[src/rtl/spi_master_ctrl_if.sv]
// Host register bus and SPI pin bundle for spi_master_ctrl.
// The controller takes the slave modport; the host/bench side takes master.
interface spi_master_ctrl_if #(
    parameter int unsigned DATA_WIDTH = 8
);
    logic [7:0]            addr;
    logic [DATA_WIDTH-1:0] wdata;
    logic [DATA_WIDTH-1:0] rdata;
    logic                  we;
    logic                  re;
    logic                  irq;
    logic                  sck;
    logic                  mosi;
    logic                  miso;
    logic [4:0]            ss_n;

    modport master (
        output addr, wdata, we, re, miso,
        input  rdata, irq, sck, mosi, ss_n
    );

    modport slave (
        input  addr, wdata, we, re, miso,
        output rdata, irq, sck, mosi, ss_n
    );
endinterface

[src/rtl/spi_master_ctrl.sv]
// Byte-wide SPI master behind the SPCR/SPSR/SPDR/PORTB register set.
// One byte is shifted per accepted SPDR write; SCK timing is latched at transfer start.
module spi_master_ctrl #(
    parameter int unsigned DATA_WIDTH    = 8,
    parameter logic [7:0]  SPI_BASE_ADDR = 8'h00
) (
    input logic              clk,
    input logic              rst,
    spi_master_ctrl_if.slave bus
);
    localparam logic [7:0] AddrSpcr  = SPI_BASE_ADDR + 8'h00;
    localparam logic [7:0] AddrSpsr  = SPI_BASE_ADDR + 8'h10;
    localparam logic [7:0] AddrSpdr  = SPI_BASE_ADDR + 8'h20;
    localparam logic [7:0] AddrPortb = SPI_BASE_ADDR + 8'h40;

    typedef enum logic [1:0] {StIdle, StLoad, StShift, StDone} state_e;

    state_e                state_q, state_d;
    logic [DATA_WIDTH-1:0] spcr_q, spcr_d, portb_q, portb_d;
    logic [DATA_WIDTH-1:0] spdr_buf_q, spdr_buf_d, tx_q, tx_d, rx_q, rx_d;
    logic                  spif_q, spif_d, wcol_q, wcol_d, spi2x_q, spi2x_d;
    logic                  arm_q, arm_d, sck_q, sck_d;
    logic                  cpol_q, cpol_d, cpha_q, cpha_d, dord_q, dord_d;
    logic [5:0]            hmax_q, hmax_d, hcnt_q, hcnt_d;
    logic [3:0]            ecnt_q, ecnt_d;

    logic sel_spcr, sel_spsr, sel_spdr, sel_portb;
    logic spdr_wr, spdr_acc, spsr_rd, abort, edge_sample, edge_shift;

    assign sel_spcr  = (bus.addr == AddrSpcr);
    assign sel_spsr  = (bus.addr == AddrSpsr);
    assign sel_spdr  = (bus.addr == AddrSpdr);
    assign sel_portb = (bus.addr == AddrPortb);
    assign spdr_wr   = bus.we && sel_spdr;
    assign spdr_acc  = (bus.we || bus.re) && sel_spdr;
    assign spsr_rd   = bus.re && sel_spsr;
    assign abort     = (state_q != StIdle) && !spcr_q[6];

    // Half-period length minus one, in clk cycles.
    function automatic logic [5:0] half_max(input logic [1:0] spr, input logic x2);
        logic [6:0] h;
        case (spr)
            2'b00:   h = 7'd2;
            2'b01:   h = 7'd8;
            2'b10:   h = 7'd32;
            default: h = 7'd64;
        endcase
        if (x2) h = h >> 1;
        return 6'(h - 7'd1);
    endfunction

    always_comb begin
        state_d     = state_q;
        spcr_d      = spcr_q;
        portb_d     = portb_q;
        spdr_buf_d  = spdr_buf_q;
        tx_d        = tx_q;
        rx_d        = rx_q;
        spif_d      = spif_q;
        wcol_d      = wcol_q;
        spi2x_d     = spi2x_q;
        arm_d       = arm_q;
        sck_d       = sck_q;
        cpol_d      = cpol_q;
        cpha_d      = cpha_q;
        dord_d      = dord_q;
        hmax_d      = hmax_q;
        hcnt_d      = hcnt_q;
        ecnt_d      = ecnt_q;
        edge_sample = 1'b0;
        edge_shift  = 1'b0;

        if (bus.we && sel_spcr)  spcr_d  = bus.wdata;
        if (bus.we && sel_spsr)  spi2x_d = bus.wdata[0];
        if (bus.we && sel_portb) portb_d = bus.wdata;

        if (spsr_rd && (spif_q || wcol_q)) arm_d = 1'b1;
        if (spdr_acc && arm_q) begin
            spif_d = 1'b0;
            wcol_d = 1'b0;
            arm_d  = 1'b0;
        end
        if (spdr_wr && (state_q != StIdle)) wcol_d = 1'b1;

        if (abort) begin
            state_d = StIdle;
            sck_d   = cpol_q;
        end else begin
            unique case (state_q)
                StIdle: begin
                    sck_d = spcr_q[3];
                    if (spdr_wr && spcr_q[6]) begin
                        tx_d    = bus.wdata;
                        rx_d    = '0;
                        cpol_d  = spcr_q[3];
                        cpha_d  = spcr_q[2];
                        dord_d  = spcr_q[5];
                        hmax_d  = half_max(spcr_q[1:0], spi2x_q);
                        hcnt_d  = '0;
                        ecnt_d  = '0;
                        state_d = StLoad;
                    end
                end
                StLoad: begin
                    sck_d   = cpol_q;
                    state_d = StShift;
                end
                StShift: begin
                    if (hcnt_q == hmax_q) begin
                        hcnt_d = '0;
                        ecnt_d = ecnt_q + 4'd1;
                        sck_d  = ~sck_q;
                        // ecnt_q even means this is a leading edge
                        edge_sample = ~ecnt_q[0] ^ cpha_q;
                        edge_shift  = ~edge_sample && (ecnt_q != 4'd0);
                        if (edge_sample) begin
                            rx_d = dord_q ? {bus.miso, rx_q[DATA_WIDTH-1:1]}
                                          : {rx_q[DATA_WIDTH-2:0], bus.miso};
                        end
                        if (edge_shift) tx_d = dord_q ? (tx_q >> 1) : (tx_q << 1);
                        if (ecnt_q == 4'd15) begin
                            spdr_buf_d = rx_d;
                            spif_d     = 1'b1;
                            state_d    = StDone;
                        end
                    end else begin
                        hcnt_d = hcnt_q + 6'd1;
                    end
                end
                StDone: begin
                    sck_d   = cpol_q;
                    state_d = StIdle;
                end
            endcase
        end
    end

    always_ff @(posedge clk or posedge rst) begin
        if (rst) begin
            state_q    <= StIdle;
            spcr_q     <= '0;
            portb_q    <= DATA_WIDTH'(8'h1F);
            spdr_buf_q <= DATA_WIDTH'(8'h20);
            tx_q       <= '0;
            rx_q       <= '0;
            spif_q     <= 1'b0;
            wcol_q     <= 1'b0;
            spi2x_q    <= 1'b0;
            arm_q      <= 1'b0;
            sck_q      <= 1'b0;
            cpol_q     <= 1'b0;
            cpha_q     <= 1'b0;
            dord_q     <= 1'b0;
            hmax_q     <= '0;
            hcnt_q     <= '0;
            ecnt_q     <= '0;
        end else begin
            state_q    <= state_d;
            spcr_q     <= spcr_d;
            portb_q    <= portb_d;
            spdr_buf_q <= spdr_buf_d;
            tx_q       <= tx_d;
            rx_q       <= rx_d;
            spif_q     <= spif_d;
            wcol_q     <= wcol_d;
            spi2x_q    <= spi2x_d;
            arm_q      <= arm_d;
            sck_q      <= sck_d;
            cpol_q     <= cpol_d;
            cpha_q     <= cpha_d;
            dord_q     <= dord_d;
            hmax_q     <= hmax_d;
            hcnt_q     <= hcnt_d;
            ecnt_q     <= ecnt_d;
        end
    end

    always_comb begin
        bus.rdata = '0;
        if (sel_spcr)       bus.rdata = spcr_q;
        else if (sel_spsr)  bus.rdata = DATA_WIDTH'({spif_q, wcol_q, 5'b01000, spi2x_q});
        else if (sel_spdr)  bus.rdata = spdr_buf_q;
        else if (sel_portb) bus.rdata = portb_q;
    end

    assign bus.irq  = spcr_q[7] & spif_q;
    assign bus.sck  = sck_q;
    assign bus.mosi = dord_q ? tx_q[0] : tx_q[DATA_WIDTH-1];
    assign bus.ss_n = portb_q[4:0];
endmodule
[src/flat_wrapper.sv]
// flat-port wrapper written by rule: the top's interface ports become plain ports
module spi_master_ctrl_flat 
#(
    parameter int unsigned DATA_WIDTH    = 8,
    parameter logic [7:0]  SPI_BASE_ADDR = 8'h00
)
  (clk, rst, bus_addr, bus_wdata, bus_we, bus_re, bus_miso, bus_rdata, bus_irq, bus_sck, bus_mosi, bus_ss_n);
  spi_master_ctrl_if #(.DATA_WIDTH(DATA_WIDTH)) bus_i ();
  input logic clk;
  input logic rst;
  input wire logic [$bits(bus_i.addr)-1:0] bus_addr;
  input wire logic [$bits(bus_i.wdata)-1:0] bus_wdata;
  input wire logic [$bits(bus_i.we)-1:0] bus_we;
  input wire logic [$bits(bus_i.re)-1:0] bus_re;
  input wire logic [$bits(bus_i.miso)-1:0] bus_miso;
  output wire logic [$bits(bus_i.rdata)-1:0] bus_rdata;
  output wire logic [$bits(bus_i.irq)-1:0] bus_irq;
  output wire logic [$bits(bus_i.sck)-1:0] bus_sck;
  output wire logic [$bits(bus_i.mosi)-1:0] bus_mosi;
  output wire logic [$bits(bus_i.ss_n)-1:0] bus_ss_n;
  assign bus_i.addr = bus_addr;
  assign bus_i.wdata = bus_wdata;
  assign bus_i.we = bus_we;
  assign bus_i.re = bus_re;
  assign bus_i.miso = bus_miso;
  assign bus_rdata = bus_i.rdata;
  assign bus_irq = bus_i.irq;
  assign bus_sck = bus_i.sck;
  assign bus_mosi = bus_i.mosi;
  assign bus_ss_n = bus_i.ss_n;
  spi_master_ctrl #(.DATA_WIDTH(DATA_WIDTH), .SPI_BASE_ADDR(SPI_BASE_ADDR)) u_core (.clk(clk), .rst(rst), .bus(bus_i));
endmodule
[config.mk]
export PLATFORM = sky130hd
export DESIGN_NAME = spi_master_ctrl_flat
export DESIGN_NICKNAME = d
export VERILOG_FILES = /design/src/rtl/spi_master_ctrl_if.sv /design/src/rtl/spi_master_ctrl.sv /design/src/flat_wrapper.sv
export SDC_FILE = /design/constraint.sdc
export NUM_CORES = 1
export LEC_CHECK = 0
export CORE_UTILIZATION = 50
export DETAILED_ROUTE_END_ITERATION = 8
export GPL_ROUTABILITY_DRIVEN = 1
export PLACE_DENSITY = 0.71
export SETUP_SLACK_MARGIN = 0.2
export SLEW_MARGIN = 20
export SYNTH_ARGS = -nofsm -noshare
export SYNTH_HDL_FRONTEND = slang
export SYNTH_SLANG_ARGS = --single-unit
[constraint.sdc]
create_clock -name clk -period 2.5 [get_ports clk]
set_input_delay 0.5 -clock clk [delete_from_list [all_inputs] [get_ports clk]]
set_output_delay 0.5 -clock clk [all_outputs]
set_load 0.1 [all_outputs]
# Word level (Yosys, flattened, before mapping)
# Index checks and enable logic that the tools add are counted.
[word_totals]
ff_bits = 66
elab_cells = 115
inputBits = 21
[classes]
bitwise = 6
n_mux = 43
add_sub_neg = 3
n_reduce_logical = 30
n_eq_ne = 16
[ops]
columns = ["operator", "n"]
rows = [
  ["8-bit two-way mux", 12],
  ["6-bit two-way mux", 6],
  ["8-bit case mux with 2 select lines", 2],
  ["7-bit case mux with 3 select lines", 1],
  ["1-bit logical AND", 12],
  ["1-bit two-way mux", 12],
  ["6-bit case mux with 2 select lines", 1],
  ["3-bit by 1-bit inequality test with 1-bit output (second input constant)", 3],
  ["3-bit AND reduction", 3],
  ["8-bit by 5-bit == test with 1-bit output (second input constant)", 1],
  ["8-bit by 6-bit == test with 1-bit output (second input constant)", 1],
  ["8-bit by 7-bit == test with 1-bit output (second input constant)", 1],
  ["8-bit logical NOT", 1],
  ["2-bit two-way mux", 4],
  ["4-bit two-way mux", 2],
  ["2-bit case mux with 4 select lines", 1],
  ["4-bit case mux with 2 select lines", 1],
  ["4-bit AND reduction", 2],
  ["2-bit nonzero test", 4],
  ["6-bit by 1-bit adder with 6-bit output (second input constant)", 1],
  ["2-bit == test (second input constant)", 3],
  ["6-bit == test", 1],
  ["2-bit by 1-bit inequality test with 1-bit output (second input constant)", 3],
  ["6-bit by 1-bit subtractor with 6-bit output (second input constant)", 1],
  ["13 further kinds", 19],
]

# Depth between registers and ports, before layout
[depth]
depth_word = 8
mapped_depth = 9
depth_no_buf = 8

# Worst setup path after synthesis
# No wires, ideal clock.
[synth_timing]
kind = "input to output"
startpoint = "input bus_addr[3]"
endpoint = "output bus_rdata[6]"
t_arrival_ns = 3.555
n_path_buf = 1
setup_slack_ns = -1.555
path_stages = 4
cell_sequence = "or2_2 -> or4_1 -> clkbuf_1 -> a211oi_1"
[synth_between]
elab_chain_cells = 5
word_cells_on_any_way = 8
cone_classes = "3 x eq/ne; 4 x mux; 1 x reduce/logical"
[synth_rtl]
columns = ["element", "line_no", "text"]
rows = [
  ["start, declared", "flat_wrapper.sv:11", "input wire logic [$bits(bus_i.addr)-1:0] bus_addr;"],
  ["8-bit by 7-bit == test with 1-bit output", "spi_master_ctrl.sv:33", "assign sel_portb = (bus.addr == AddrPortb);"],
  ["8-bit two-way mux", "spi_master_ctrl.sv:183", "else if (sel_portb) bus.rdata = portb_q;"],
  ["8-bit two-way mux", "spi_master_ctrl.sv:182", "else if (sel_spdr) bus.rdata = spdr_buf_q;"],
  ["8-bit two-way mux", "spi_master_ctrl.sv:181", "else if (sel_spsr) bus.rdata = DATA_WIDTH'({spif_q, wcol_q, 5'b01000, spi2x_q});"],
  ["8-bit two-way mux (*)", "spi_master_ctrl.sv:180", "if (sel_spcr) bus.rdata = spcr_q;"],
  ["end, declared", "flat_wrapper.sv:16", "output wire logic [$bits(bus_i.rdata)-1:0] bus_rdata;"],
]
# Mark *: on every way between the ends. The rest lies on a longest branch, timed or not.

# Worst setup path in the final report
[layout_timing]
startpoint = "input bus_we"
endpoint = "register u_core.tx_q[3]"
[layout_between]
elab_chain_cells = 4
[layout_rtl]
columns = ["element", "line_no", "text"]
rows = [
  ["start, declared", "flat_wrapper.sv:13", "input wire logic [$bits(bus_i.we)-1:0] bus_we;"],
  ["1-bit logical AND", "spi_master_ctrl.sv:34", "assign spdr_wr = bus.we && sel_spdr;"],
  ["1-bit logical AND", "spi_master_ctrl.sv:92", "if (spdr_wr && spcr_q[6]) begin"],
  ["2-bit by 1-bit inequality test with 1-bit output (no source line)", "--", ""],
  ["5-bit AND reduction (no source line)", "--", ""],
  ["end signal, assigned", "spi_master_ctrl.sv:162", "tx_q <= tx_d;"],
  ["end, declared", "spi_master_ctrl.sv:20", "logic [DATA_WIDTH-1:0] spdr_buf_q, spdr_buf_d, tx_q, tx_d, rx_q, rx_d;"],
]
# No other way between the ends.
# A chain may end at the register's enable or synchronous reset.

==> flow_summary.json <==
{
  "post_dp_cell_area_um2": 4470,
  "diodes": 0,
  "vias": 3099,
  "synthArstFlopShare_pct": 100,
  "crit_type": "in -> reg",
  "clock-sinks": 66,
  "cts_max_path_buffers": 2,
  "final_common_cell": "dfrtp_1",
  "max-vdd-ir-drop_uv": 408,
  "h-tree-depth": 3,
  "finalCritPeriodShare_pct": 99.4,
  "fin_crit_ps": 2480,
  "pre_cts_ws_ps": -355,
  "postSynthNetCount": 407,
  "wl_per_cell_um": 17.5,
  "via_per_inst": 5.75,
  "cts.clk_slew.worst_paths_ps": 70,
  "wirelength_um": 9420,
  "worst_pin_slew_ps": 444,
  "layout.nets": 467,
  "arrival_ps": 2730,
  "grt-ovfl-total": 0,
  "ys_seq_elements": 66,
  "clock_latency_ps": 350,
  "required_ps": 2740,
  "final_cell_mix": "dfrtp_1 (60), nand2_1 (44), o21ai_0 (42)",
  "synth_fa_ha_area_share_pct": 2.72,
  "leakage_nw": 2.17,
  "synth-xor-area-share_pct": 1.91,
  "dr.pass1.iters": 4,
  "synth_warnings": 0,
  "status": "complete, no violations",
  "synth-simple-area-share_pct": 14.2,
  "synthFlopType": "dfrtp_1",
  "hold_violations": 0,
  "grt_max_degree": 67,
  "skew_ps": 5.56,
  "synthMuxAreaShare_pct": 15.7,
  "syn-mean-instance-area_um2": 9.73,
  "syn2layout_area_growth_pct": 33.9,
  "synth.distinct_cells": 46,
  "synth_seq_area_share_pct": 45.1,
  "cts_tree": "built",
  "synth_top_family_by_area": "compound AO/OA/AOI/OAI gates",
  "layout.cells.non_filler": 539,
  "critical_path.startpoint_type": "primary input",
  "initial_utilization_pct": 53.0,
  "setup_tns_ps": 0,
  "ant_nets": 0,
  "dieArea_um2": 7700,
  "gp_congestion": 0.877,
  "grt_pass1_vias": 3004,
  "drive_above_1_share_pct": 33.4,
  "relSlewSlack_pct": 70.3,
  "finalSetupViolations": 0,
  "crit_fanout": 8,
  "drc": 0,
  "post-route-util_pct": 70.9,
  "ctsHoldBuffers": 0,
  "dp_hpwl_um": 6270,
  "slew_violations": 0,
  "die_w_um": 87.8,
  "critPathCaptureType": "flip-flop",
  "antenna_found_initial": 0,
  "p_per_area_nw_per_um2": 439,
  "synthCells": 378,
  "hold_class": "reg -> reg",
  "worst_slack_ps": 15.5,
  "cts_buffers": 9,
  "io-pin-count": 37,
  "fmax_mhz": 402,
  "synth_area_um2": 3680,
  "cts-root-buf": "clkbuf_8",
  "portBuffers": 36,
  "track_usage_pct": 25.7,
  "grt_pass1_wl_um": 14900,
  "dr.first_iter.drc_count": 256,
  "design_area_um2": 4920,
  "synth_edf_count": 0,
  "synth-compound-area-share_pct": 15.9,
  "dp_cells": 515,
  "rows": 30,
  "core-area_um2": 6940,
  "nFillCells": 504,
  "die_y_um": 87.8,
  "grt_setup_unrepaired": "yes",
  "cap_violations": 0
}
[final timing paths]
kind	slack, ps	start	to	cells after the start
max in group asynchronous	1620	rst	u_core.portb_q[0]	3
max	20	bus_we	u_core.tx_q[3]	7
min	490	u_core.cpol_q	u_core.cpol_q	2
min reg2reg	490	u_core.cpol_q	u_core.cpol_q	2
min in group asynchronous	520	rst	u_core.ecnt_q[2]	3
max reg2reg	350	u_core.hcnt_q[0]	u_core.spdr_buf_q[6]	8
[synthesized netlist by cell type (3+ instances only)]
cell | count | share of area [%]
or4_1 | 3 | 0.61
nand3_1 | 12 | 1.6
o21ai_0 | 42 | 5.7
o22ai_1 | 4 | 0.68
o31ai_1 | 3 | 0.61
dfstp_2 | 6 | 4.3
ha_1 | 8 | 2.7
buf_4 | 5 | 1.0
inv_1 | 14 | 1.4
nand2b_1 | 5 | 0.85
nor2_1 | 21 | 2.1
xor2_1 | 7 | 1.7
a21oi_1 | 17 | 2.3
mux2i_1 | 16 | 4.4
clkbuf_1 | 19 | 1.9
mux2_2 | 37 | 11
nand2_1 | 52 | 5.3
dfrtp_1 | 60 | 41
a211oi_1 | 7 | 1.4
or3_1 | 3 | 0.51
a32oi_1 | 4 | 0.95
[per-layer routing]
| metal | wire (um) | share of wire (%) | up-vias | global-route usage [%] |
|---|---|---|---|---|
| met1 | 4110 | 44 | 1544 | 34.2 |
| met4 | 245 | 2.6 | 0 | 6.56 |
| li1 | - | - | 1457 | - |
| met2 | 4670 | 50 | 75 | 41.9 |
| met5 | 0 | 0 | - | 0 |
| met3 | 397 | 4.2 | 23 | 6.79 |
[through the flow]
| stage | hold WS (ps) | power, W |
|---|---|---|
| 4_1_cts | 496 | 0.00216 |
| 3_5_place_dp | 479 | 0.00133 |
| 2_1_floorplan | 451 | 0.00125 |
| 5_1_grt | 520 | 0.00224 |
| 3_3_place_gp | 465 | 0.00133 |
| 6_report | 495 | 0.00216 |
[layout make-up]
| type | instances | area (um^2) | share of cell area [%] |
|---|---|---|---|
| clock buffer | 10 | 138 | 2.80 |
| clock inverter | 6 | 42.5 | 0.864 |
| inverter | 14 | 52.6 | 1.07 |
| multi-input combinational | 273 | 2130 | 43.2 |
| sequential | 66 | 1660 | 33.7 |
| tap | 96 | 120 | 2.44 |
| timing repair buffer | 74 | 785 | 15.9 |
[timing repair]
item / 4_1_cts / 5_1_grt
gates resized for setup: 47 / 6
endpoints found under the setup margin: 30 / 30
pin swaps: 7 / 3
setup buffers: 4 / 4
[logic make-up after synthesis]
| logic type | count (synthesis) |
|---|---|
| compound gates | 93 |
| simple gates | 111 |
| buf+inv | 39 |
| xor+xnor | 8 |
| flops | 66 |
| fa+ha+maj | 8 |
| mux | 53 |
[worst max-delay path, stage by stage]
cell and delay [ps]:
clkdlybuf4s50_1 520, nor4b_2 330, nand2_1 170, o32a_1 400, o32ai_4 300, buf_12 160
mux2_2 330
[flip-flops by register name, summed over array words and instances, names as in the netlist]
signal,count
u_core.arm_q,1
u_core.bus.sck,1
u_core.cpha_q,1
u_core.cpol_q,1
u_core.dord_q,1
u_core.ecnt_q,4
u_core.hcnt_q,6
u_core.hmax_q,6
u_core.portb_q,8
u_core.rx_q,8
u_core.spcr_q,8
u_core.spdr_buf_q,8
u_core.spi2x_q,1
u_core.spif_q,1
u_core.state_q,2
u_core.tx_q,8
u_core.wcol_q,1
[power by group]
part           internal [W]  switching [W]  total (W)
combinational     0.0000930       0.000130   0.000223
sequential          0.00109      0.0000247    0.00112
clock              0.000384       0.000438   0.000821
Note: power is estimated with default switching activity, not from simulation.
